`src/rtl/multicycle_controller_if.sv`:
```
// Control bundle between the multicycle RV32I controller and its datapath.
// The controller takes the slave view; the datapath (or a bench) takes the master view.
interface multicycle_controller_if;
    logic [6:0] opcode;
    logic [2:0] funct3;
    logic [6:0] funct7;
    logic       zero;
    logic       mem_ready;

    logic       PCWrite;
    logic       AdrSrc;
    logic       IRWrite;
    logic       MemWrite;
    logic       RegWrite;
    logic [1:0] ResultSrc;
    logic [1:0] ALUSrcA;
    logic [1:0] ALUSrcB;
    logic [2:0] ALUControl;
    logic [2:0] ImmSrc;
    logic       instr_done;
    logic       trap;

    modport slave (
        input  opcode, funct3, funct7, zero, mem_ready,
        output PCWrite, AdrSrc, IRWrite, MemWrite, RegWrite, ResultSrc,
               ALUSrcA, ALUSrcB, ALUControl, ImmSrc, instr_done, trap
    );

    modport master (
        output opcode, funct3, funct7, zero, mem_ready,
        input  PCWrite, AdrSrc, IRWrite, MemWrite, RegWrite, ResultSrc,
               ALUSrcA, ALUSrcB, ALUControl, ImmSrc, instr_done, trap
    );
endinterface

```
`src/rtl/multicycle_controller.sv`:
```
// Moore FSM sequencing a shared-ALU, unified-memory multicycle RV32I datapath.
// Controls are decoded from the state register; only memory/branch enables look at inputs.
module multicycle_controller #(
    parameter int ST_W = 4
) (
    input  logic                   clk,
    input  logic                   rst,
    multicycle_controller_if.slave bus
);
    localparam logic [6:0] OP_LOAD  = 7'b0000011;
    localparam logic [6:0] OP_STORE = 7'b0100011;
    localparam logic [6:0] OP_R     = 7'b0110011;
    localparam logic [6:0] OP_I     = 7'b0010011;
    localparam logic [6:0] OP_BR    = 7'b1100011;
    localparam logic [6:0] OP_JAL   = 7'b1101111;
    localparam logic [6:0] OP_JALR  = 7'b1100111;
    localparam logic [6:0] OP_LUI   = 7'b0110111;

    localparam logic [2:0] ALU_ADD  = 3'b000;
    localparam logic [2:0] ALU_SUB  = 3'b001;
    localparam logic [2:0] ALU_AND  = 3'b010;
    localparam logic [2:0] ALU_OR   = 3'b011;
    localparam logic [2:0] ALU_SLT  = 3'b100;
    localparam logic [2:0] ALU_XOR  = 3'b101;
    localparam logic [2:0] ALU_SLTU = 3'b110;

    typedef enum logic [ST_W-1:0] {
        S_FETCH, S_DECODE, S_MEMADR, S_MEMREAD, S_MEMWB, S_MEMWRITE, S_EXECR, S_EXECI,
        S_ALUWB, S_BRANCH, S_JAL, S_JALR, S_JALR_LINK, S_LUI, S_TRAP
    } state_t;

    state_t     r_state;
    state_t     w_decode_next;
    logic       w_f3_shift;
    logic       w_r_legal;
    logic       w_i_legal;
    logic       w_b_legal;
    logic       w_sub;
    logic       w_br_take;
    logic [2:0] w_arith_op;
    logic [2:0] w_br_op;
    logic [2:0] w_imm_src;

    // Shift encodings (funct3 001/101) lie outside the supported subset and trap in R and I forms.
    assign w_f3_shift = (bus.funct3 == 3'b001) || (bus.funct3 == 3'b101);
    assign w_r_legal  = !w_f3_shift &&
                        ((bus.funct7 == 7'h00) || ((bus.funct7 == 7'h20) && (bus.funct3 == 3'b000)));
    assign w_i_legal  = !w_f3_shift;
    assign w_b_legal  = !bus.funct3[1];
    assign w_sub      = (r_state == S_EXECR) && bus.funct7[5];
    assign w_br_op    = bus.funct3[2] ? (bus.funct3[1] ? ALU_SLTU : ALU_SLT) : ALU_SUB;
    // beq/bge/bgeu take on zero, the inverted forms on ~zero.
    assign w_br_take  = bus.zero ^ (bus.funct3[0] ^ bus.funct3[2]);

    always_comb begin
        unique case (bus.funct3)
            3'b000:  w_arith_op = w_sub ? ALU_SUB : ALU_ADD;
            3'b010:  w_arith_op = ALU_SLT;
            3'b011:  w_arith_op = ALU_SLTU;
            3'b100:  w_arith_op = ALU_XOR;
            3'b110:  w_arith_op = ALU_OR;
            3'b111:  w_arith_op = ALU_AND;
            default: w_arith_op = ALU_ADD;
        endcase
    end

    always_comb begin
        case (bus.opcode)
            OP_STORE: w_imm_src = 3'b001;
            OP_BR:    w_imm_src = 3'b010;
            OP_JAL:   w_imm_src = 3'b011;
            OP_LUI:   w_imm_src = 3'b100;
            default:  w_imm_src = 3'b000;
        endcase
    end

    always_comb begin
        case (bus.opcode)
            OP_LOAD, OP_STORE: w_decode_next = S_MEMADR;
            OP_R:              w_decode_next = w_r_legal ? S_EXECR  : S_TRAP;
            OP_I:              w_decode_next = w_i_legal ? S_EXECI  : S_TRAP;
            OP_BR:             w_decode_next = w_b_legal ? S_BRANCH : S_TRAP;
            OP_JAL:            w_decode_next = S_JAL;
            OP_JALR:           w_decode_next = S_JALR;
            OP_LUI:            w_decode_next = S_LUI;
            default:           w_decode_next = S_TRAP;
        endcase
    end

    // NOTE: state is a flop, so it is only ever written with <= in a clocked block.
    always_ff @(posedge clk or negedge rst) begin
        if (!rst) begin
            r_state <= S_FETCH;
        end else begin
            case (r_state)
                S_FETCH:     r_state <= bus.mem_ready ? S_DECODE : S_FETCH;
                S_DECODE:    r_state <= w_decode_next;
                S_MEMADR:    r_state <= (bus.opcode == OP_LOAD) ? S_MEMREAD : S_MEMWRITE;
                S_MEMREAD:   r_state <= bus.mem_ready ? S_MEMWB : S_MEMREAD;
                S_MEMWRITE:  r_state <= bus.mem_ready ? S_FETCH : S_MEMWRITE;
                S_EXECR,
                S_EXECI,
                S_JAL:       r_state <= S_ALUWB;
                S_JALR:      r_state <= S_JALR_LINK;
                S_TRAP:      r_state <= S_TRAP;
                default:     r_state <= S_FETCH;
            endcase
        end
    end

    // NOTE: every output gets a default before the case, so no path leaves one unassigned.
    always_comb begin
        bus.PCWrite    = 1'b0;
        bus.AdrSrc     = 1'b0;
        bus.IRWrite    = 1'b0;
        bus.MemWrite   = 1'b0;
        bus.RegWrite   = 1'b0;
        bus.ResultSrc  = 2'b00;
        bus.ALUSrcA    = 2'b00;
        bus.ALUSrcB    = 2'b00;
        bus.ALUControl = ALU_ADD;
        bus.ImmSrc     = 3'b000;
        bus.instr_done = 1'b0;
        bus.trap       = 1'b0;
        if (rst) begin
            bus.ImmSrc = w_imm_src;
            case (r_state)
                S_FETCH: begin
                    bus.ALUSrcB   = 2'b10;
                    bus.ResultSrc = 2'b10;
                    bus.IRWrite   = bus.mem_ready;
                    bus.PCWrite   = bus.mem_ready;
                end
                S_DECODE: begin
                    bus.ALUSrcA = 2'b01;
                    bus.ALUSrcB = 2'b01;
                end
                S_MEMADR: begin
                    bus.ALUSrcA = 2'b10;
                    bus.ALUSrcB = 2'b01;
                end
                S_MEMREAD:  bus.AdrSrc = 1'b1;
                S_MEMWB: begin
                    bus.ResultSrc  = 2'b01;
                    bus.RegWrite   = 1'b1;
                    bus.instr_done = 1'b1;
                end
                S_MEMWRITE: begin
                    bus.AdrSrc     = 1'b1;
                    bus.MemWrite   = 1'b1;
                    bus.instr_done = bus.mem_ready;
                end
                S_EXECR, S_EXECI: begin
                    bus.ALUSrcA    = 2'b10;
                    bus.ALUSrcB    = (r_state == S_EXECI) ? 2'b01 : 2'b00;
                    bus.ALUControl = w_arith_op;
                end
                S_ALUWB: begin
                    bus.RegWrite   = 1'b1;
                    bus.instr_done = 1'b1;
                end
                S_BRANCH: begin
                    bus.ALUSrcA    = 2'b10;
                    bus.ALUControl = w_br_op;
                    bus.PCWrite    = w_br_take;
                    bus.instr_done = 1'b1;
                end
                S_JAL: begin
                    bus.ALUSrcA = 2'b01;
                    bus.ALUSrcB = 2'b10;
                    bus.PCWrite = 1'b1;
                end
                S_JALR: begin
                    bus.ALUSrcA   = 2'b10;
                    bus.ALUSrcB   = 2'b01;
                    bus.ResultSrc = 2'b10;
                    bus.PCWrite   = 1'b1;
                end
                S_JALR_LINK: begin
                    bus.ALUSrcA    = 2'b01;
                    bus.ALUSrcB    = 2'b10;
                    bus.ResultSrc  = 2'b10;
                    bus.RegWrite   = 1'b1;
                    bus.instr_done = 1'b1;
                end
                S_LUI: begin
                    bus.ResultSrc  = 2'b11;
                    bus.RegWrite   = 1'b1;
                    bus.instr_done = 1'b1;
                end
                S_TRAP:  bus.trap = 1'b1;
                default: bus.ImmSrc = w_imm_src;
            endcase
        end
    end
endmodule

```
`src/flat_wrapper.sv`:
```
// flat-port wrapper written by rule: the top's interface ports become plain ports
module multicycle_controller_flat 
#(
    parameter int ST_W = 4
)
  (clk, rst, bus_opcode, bus_funct3, bus_funct7, bus_zero, bus_mem_ready, bus_PCWrite, bus_AdrSrc, bus_IRWrite, bus_MemWrite, bus_RegWrite, bus_ResultSrc, bus_ALUSrcA, bus_ALUSrcB, bus_ALUControl, bus_ImmSrc, bus_instr_done, bus_trap);
  multicycle_controller_if bus_i ();
  input  logic clk;
  input  logic rst;
  input wire logic [$bits(bus_i.opcode)-1:0] bus_opcode;
  input wire logic [$bits(bus_i.funct3)-1:0] bus_funct3;
  input wire logic [$bits(bus_i.funct7)-1:0] bus_funct7;
  input wire logic [$bits(bus_i.zero)-1:0] bus_zero;
  input wire logic [$bits(bus_i.mem_ready)-1:0] bus_mem_ready;
  output wire logic [$bits(bus_i.PCWrite)-1:0] bus_PCWrite;
  output wire logic [$bits(bus_i.AdrSrc)-1:0] bus_AdrSrc;
  output wire logic [$bits(bus_i.IRWrite)-1:0] bus_IRWrite;
  output wire logic [$bits(bus_i.MemWrite)-1:0] bus_MemWrite;
  output wire logic [$bits(bus_i.RegWrite)-1:0] bus_RegWrite;
  output wire logic [$bits(bus_i.ResultSrc)-1:0] bus_ResultSrc;
  output wire logic [$bits(bus_i.ALUSrcA)-1:0] bus_ALUSrcA;
  output wire logic [$bits(bus_i.ALUSrcB)-1:0] bus_ALUSrcB;
  output wire logic [$bits(bus_i.ALUControl)-1:0] bus_ALUControl;
  output wire logic [$bits(bus_i.ImmSrc)-1:0] bus_ImmSrc;
  output wire logic [$bits(bus_i.instr_done)-1:0] bus_instr_done;
  output wire logic [$bits(bus_i.trap)-1:0] bus_trap;
  assign bus_i.opcode = bus_opcode;
  assign bus_i.funct3 = bus_funct3;
  assign bus_i.funct7 = bus_funct7;
  assign bus_i.zero = bus_zero;
  assign bus_i.mem_ready = bus_mem_ready;
  assign bus_PCWrite = bus_i.PCWrite;
  assign bus_AdrSrc = bus_i.AdrSrc;
  assign bus_IRWrite = bus_i.IRWrite;
  assign bus_MemWrite = bus_i.MemWrite;
  assign bus_RegWrite = bus_i.RegWrite;
  assign bus_ResultSrc = bus_i.ResultSrc;
  assign bus_ALUSrcA = bus_i.ALUSrcA;
  assign bus_ALUSrcB = bus_i.ALUSrcB;
  assign bus_ALUControl = bus_i.ALUControl;
  assign bus_ImmSrc = bus_i.ImmSrc;
  assign bus_instr_done = bus_i.instr_done;
  assign bus_trap = bus_i.trap;
  multicycle_controller #(.ST_W(ST_W)) u_core (.clk(clk), .rst(rst), .bus(bus_i));
endmodule
```
`config.mk`:
```
export PLATFORM = sky130hd
export DESIGN_NAME = multicycle_controller_flat
export DESIGN_NICKNAME = d
export VERILOG_FILES = /design/src/rtl/multicycle_controller_if.sv /design/src/rtl/multicycle_controller.sv /design/src/flat_wrapper.sv
export SDC_FILE = /design/constraint.sdc
export NUM_CORES = 1
export LEC_CHECK = 0
export ABC_AREA = 0
export CAP_MARGIN = 20
export CORE_MARGIN = 4
export CORE_UTILIZATION = 39
export CTS_CLUSTER_DIAMETER = 80
export DETAILED_ROUTE_END_ITERATION = 8
export PLACE_DENSITY = 0.73
export SLEW_MARGIN = 20
export SYNTH_ARGS = -nofsm -noshare
export SYNTH_HDL_FRONTEND = slang
export SYNTH_SLANG_ARGS = --single-unit
```
`constraint.sdc`:
```
create_clock -name clk -period 2.1 [get_ports clk]
set_input_delay 0.63 -clock clk [delete_from_list [all_inputs] [get_ports clk]]
set_output_delay 0.63 -clock clk [all_outputs]
set_load 0.02 [all_outputs]
```
==> impl_metrics.ini, run 1 <==
[cells_and_area]
fillers = 143
regArea_sq_um = 101
area_growth_pct = 101
final_nets = 243
final_area_sq_um = 2020
diodes = 0
largest_register = u_core.r_state
drive_gt1_frac = 0.605
top_regs = u_core.r_state: 4 flops
multi_input_area_sq_um = 1020
largest_register_ffs = 4

[grt]
grt_max_degree = 12
antenna_found_initial = 0
overflow = 0
grt_pass1_wl_microns = 5880
grt_usage = 0.216
grt_pass1_vias = 1388

[critical_path]
crit_slowest_cell = dfrtp_2
worst_ep_required_time_ps = 1470
worstSetupPathType = reg -> out
crit_arrival_ps = 1690
start_kind = register
cp-end-kind = output port
crit_chain = buf_6 -> buf_4 -> nor2_2 -> nor2_1 -> nor4b_2 -> buf_4
cpLargestDelayFamily = buffers and inverters
cp_slowest_stage_delay_ps = 440
crit_top_cell = buf_4
crit_fanout = 7
critPathBufInv = 3

[drt]
drc = 0
drt_iter0_markers = 112
totalWireLength_microns = 4850
routedWlPerCell_microns = 19.4
dr.pass1.iters = 4
postRouteAntennaNets = 0
viasPerCell = 6.15
routed-via-count = 1537

[timing]
report.final.setup_viol = 13
worst_pin_slew_ps = 339
hold_violations = 0
holdWs_ps = 443
slew_violations = 0
fin_crit_sh = 1.11
rsz0062_at_grt = yes
fmax_mhz = 430
slew_headroom = 0.771
fin_skew_ps = 7.16
period_needed_ps = 2320
fin_ws_ps = -225

[synth]
synth-seq-area-share = 0.0993
syn_inst = 138
ys.flop_type = dfrtp_1
yosysWarnings = 0
synth_edf_count = 0
synth-seq-cells = 4
ys_async_sr_fraction = 1.00
yosysUniqueCellTypes = 54
synth.avg_cell_area_sq_um = 7.31
syn_area_sq_um = 1010
syn_nets = 159

[floorplanning]
start_util = 0.407
row_count = 18
io-pin-count = 40
die_w_microns = 58.9
die_h_microns = 58.9
die_area_sq_um = 3460
core_sq_um = 2480

[place]
post_dp_cell_area_sq_um = 1660
gp_congestion = 0.836
dp_hpwl_microns = 2620
portBuffers = 39

[clock_network]
root_buffer = clkbuf_4
clock_path_buffers = 2
cts_buffers = 3
h-tree-depth = 1
cts.sinks = 4
cts_tree = done
clk_pin_slew_ps = 40
clock_latency_ps = 240

[power_and_ir_drop]
power_density_nw_per_um2 = 947
p_leak_nw = 0.887
total_power_mw = 1.92
ir_worst_vdd_uv = 902

[min_path]
hold_class = in -> async

[run_status]
status = complete, but fails checks
violations = negative setup slack

[run]
max_cap_violations = 0
==> final timing paths <==
kind	end	depth (start not counted)	slack [ps]	from
setup / recovery	bus_PCWrite	6	-220	u_core.r_state[1]
hold / removal	u_core.r_state[1]	2	440	rst
setup reg to reg	u_core.r_state[2]	6	330	u_core.r_state[0]
hold reg to reg	u_core.r_state[0]	2	740	u_core.r_state[3]
max in group asynchronous	u_core.r_state[1]	2	1540	rst
min in group clk	u_core.r_state[0]	2	740	u_core.r_state[3]
==> synthesized netlist by cell type (all sizes together), types with 2 or more instances <==
cell type,count,area [sq um]
nor3,4,20.0
dfrtp,4,100
nand3,5,25.0
o211ai,2,15.0
clkbuf,11,91.3
a21boi,2,15.0
or3,2,13.8
nand3b,7,65.1
xnor2,3,26.3
a31oi,4,25.0
o21ai,7,35.0
and3,3,18.8
inv,4,15.0
nor2b,7,46.3
a21oi,6,30.0
nor3b,3,22.5
nor4,5,46.3
nand2,9,33.8
buf,4,31.3
xor2,3,26.3
a211oi,3,22.5
nor2,12,45.0
nand2b,3,18.8
and2,2,12.5
==> stage by stage <==
| step | TNS [ps] | setup WS [ps] | util | cells |
|---|---|---|---|---|
| after global placement | -14790 | -931 | 0.668 | 232 |
| after floorplan | -110 | -110 | - | 138 |
| after global routing | -2260 | -300 | 0.817 | 250 |
| after detailed placement | -15160 | -960 | 0.668 | 232 |
| after CTS | -707 | -174 | 0.708 | 241 |
| final | -1650 | -225 | 0.817 | 250 |
==> layout make-up <==
class                      count  share of cell area
multi-input combinational    115               0.503
clock buffer                   3              0.0111
timing repair buffer          94               0.409
inverter                       4             0.00742
sequential                     4              0.0501
tap                           30              0.0186
==> metal layers <==
layer | track usage | up-vias | share of wire
li1 | - | 684 | -
met1 | 0.223 | 741 | 0.35
met5 | 0 | - | 0
met2 | 0.427 | 86 | 0.55
met4 | 0.113 | 0 | 0.040
met3 | 0.0110 | 26 | 0.063
==> power breakdown <==
part           switching [mW]  leakage (nW)  internal [mW]
Combinational           0.832         0.823          0.841
Sequential             0.0372        0.0503          0.109
Clock                  0.0333        0.0138         0.0640
==> what timing repair did <==
action	in CTS	in global routing
resized for setup	157	55
gates cloned	0	0
setup endpoints to repair	20	18
pin swaps	19	21
hold buffers	0	0
setup buffers	6	9
==> kinds of logic after synthesis <==
logic type / synth area share
AOI/OAI and AO/OA: 0.251
buffers and inverters: 0.136
xor gates and xnor gates: 0.0521
DFF: 0.0993
muxes: 0.00993
and+or+nand+nor: 0.452
==> cell usage in the layout, fill, tap and decap left out, types with 3 or more instances in the layout <==
cell type	count
nand2_2	3
clkdlybuf4s50_1	6
nand3b_1	6
clkbuf_4	3
nor2b_1	4
nor2_2	3
nor3_2	3
buf_2	6
buf_6	22
nor4_4	3
and3_1	3
a31oi_1	3
buf_4	50
dfrtp_1	3
nor3b_2	3
nand2_1	6
nand3_1	4
a21oi_1	4
dlygate4sd2_1	4
o21ai_0	6
nor2_1	9
(Power assumes the default switching activity.)
==> run 2: changes to the inputs <==
- REMOVE_ABC_BUFFERS: unset -> 1
==> impl_metrics.ini, run 2 (synthesis gave the netlist of run 1 again) <==
[run_status]
status = complete, but fails checks
violations = negative setup slack

[place]
dp_hpwl_microns = 2580
portBuffers = 39
gp_congestion = 0.941

[critical_path]
r2r_slack_ps = 360
r2r-start = u_core.r_state[2]
timing.rr.end = u_core.r_state[2]
worst_r2r_path_depth = 6
crit_fanout = 3
worstSetupPathType = reg -> out
cp-end-kind = output port
worst_ep_required_time_ps = 1470
start_kind = register
crit_arrival_ps = 1630

[floorplanning]
die_area_sq_um = 3460
die_w_microns = 58.9
io-pin-count = 40
die_h_microns = 58.9
start_util = 0.407
row_count = 18
core_sq_um = 2480

[clock_network]
root_buffer = clkbuf_4
cts_tree = done
clk_pin_slew_ps = 40
h-tree-depth = 1
hold_buffers = 0
clock_latency_ps = 230
cts_buffers = 3
cts.sinks = 4
clock_path_buffers = 2

[timing]
hold_violations = 0
holdWs_ps = 382
report.final.setup_viol = 10
fin_ws_ps = -157
fmax_mhz = 443
slew_headroom = 0.789
rsz0062_at_grt = yes
fin_crit_sh = 1.07
fin_skew_ps = 3.19
slew_violations = 0
period_needed_ps = 2260
worst_pin_slew_ps = 312

[cells_and_area]
drive_gt1_frac = 0.588
fillers = 164
fin_util = 0.805
final_nets = 244
largest_register_ffs = 4
diodes = 0
regArea_sq_um = 104
area_growth_pct = 97.8
largest_register = u_core.r_state
layout_common_cells = buf_4, buf_6, nor2_1
final_common_cell = buf_4
top_regs = u_core.r_state: 4 flops
multi_input_area_sq_um = 996

[run]
max_cap_violations = 0

[grt]
grt_max_degree = 15
grt_pass1_wl_microns = 6490
antenna_found_initial = 0
grt_usage = 0.240
overflow = 0
grt_pass1_vias = 1488

[drt]
totalWireLength_microns = 4230
drc = 0
routed-via-count = 1427
drt_iter0_markers = 68
dr.pass1.iters = 4
viasPerCell = 5.69
routedWlPerCell_microns = 16.9
postRouteAntennaNets = 0

[power_and_ir_drop]
ir_worst_vdd_uv = 630
p_leak_nw = 0.877
power_density_nw_per_um2 = 889

[min_path]
hold_class = in -> async
run 2: cell count changes in the layout (fill, tap and decap cells not counted), sizes merged:
cell	delta
clkbuf	+1
run 2: repair_timing:
item / 4_1_cts / 5_1_grt
endpoints found under the hold margin: 0 / 0
setup endpoints to repair: 20 / 19
pin swaps: 22 / 15
buffers inserted: 15 / 4
resized for setup: 179 / 33
cloned: 0 / 0
run 2: final cells by class:
class | count | share of cell area
Multi-Input combinational cell | 115 | 0.499
Timing Repair Buffer | 95 | 0.411
Sequential cell | 4 | 0.0521
Tap cell | 30 | 0.0188
Clock buffer | 3 | 0.0113
Inverter | 4 | 0.00753
run 2: metrics by stage:
step / std cells / cell area (sq um) / TNS (ps) / total power, mW / setup slack (ps)
after floorplan: 123 / 886 / -1130 / 0.675 / -498
after global placement: 229 / 1600 / -14190 / 1.18 / -1060
after detailed placement: 229 / 1600 / -14850 / 1.21 / -1090
after CTS: 247 / 1880 / -622 / 1.58 / -158
after global routing: 251 / 1990 / -1760 / 1.89 / -251
final: 251 / 1990 / -811 / 1.77 / -157
run 2: per-layer routing:
metal	up-vias	global-route usage	wire [microns]
met1	660	0.261	1580
met4	0	0.0939	106
met5	-	0	0
met3	12	0.0307	238
li1	688	-	-
met2	67	0.462	2300
run 2: power breakdown:
part           switching (mW)  total, mW  internal (mW)
combinational           0.730       1.51          0.785
sequential             0.0507      0.163          0.112
clock                  0.0319     0.0959         0.0640
total                   0.812       1.77          0.960
run 2: worst max-delay path by stage:
stage	start	to	slack, ps
2_1_floorplan	u_core.r_state[0]	bus_PCWrite	-500
3_3_place_gp	bus_opcode[3]	bus_ImmSrc[0]	-1060
3_5_place_dp	bus_opcode[3]	bus_ImmSrc[0]	-1090
4_1_cts	bus_funct3[0]	bus_PCWrite	-160
5_1_grt	u_core.r_state[0]	bus_ALUControl[0]	-250
6_report	u_core.r_state[0]	bus_ALUControl[0]	-160
run 2: critical path: stages, from the launching register on:
cell and delay [ps]:
dfrtp_1 420, buf_6 150, nor2b_4 160, a31oi_1 120, o32ai_2 260, and2_1 170
buf_6 110
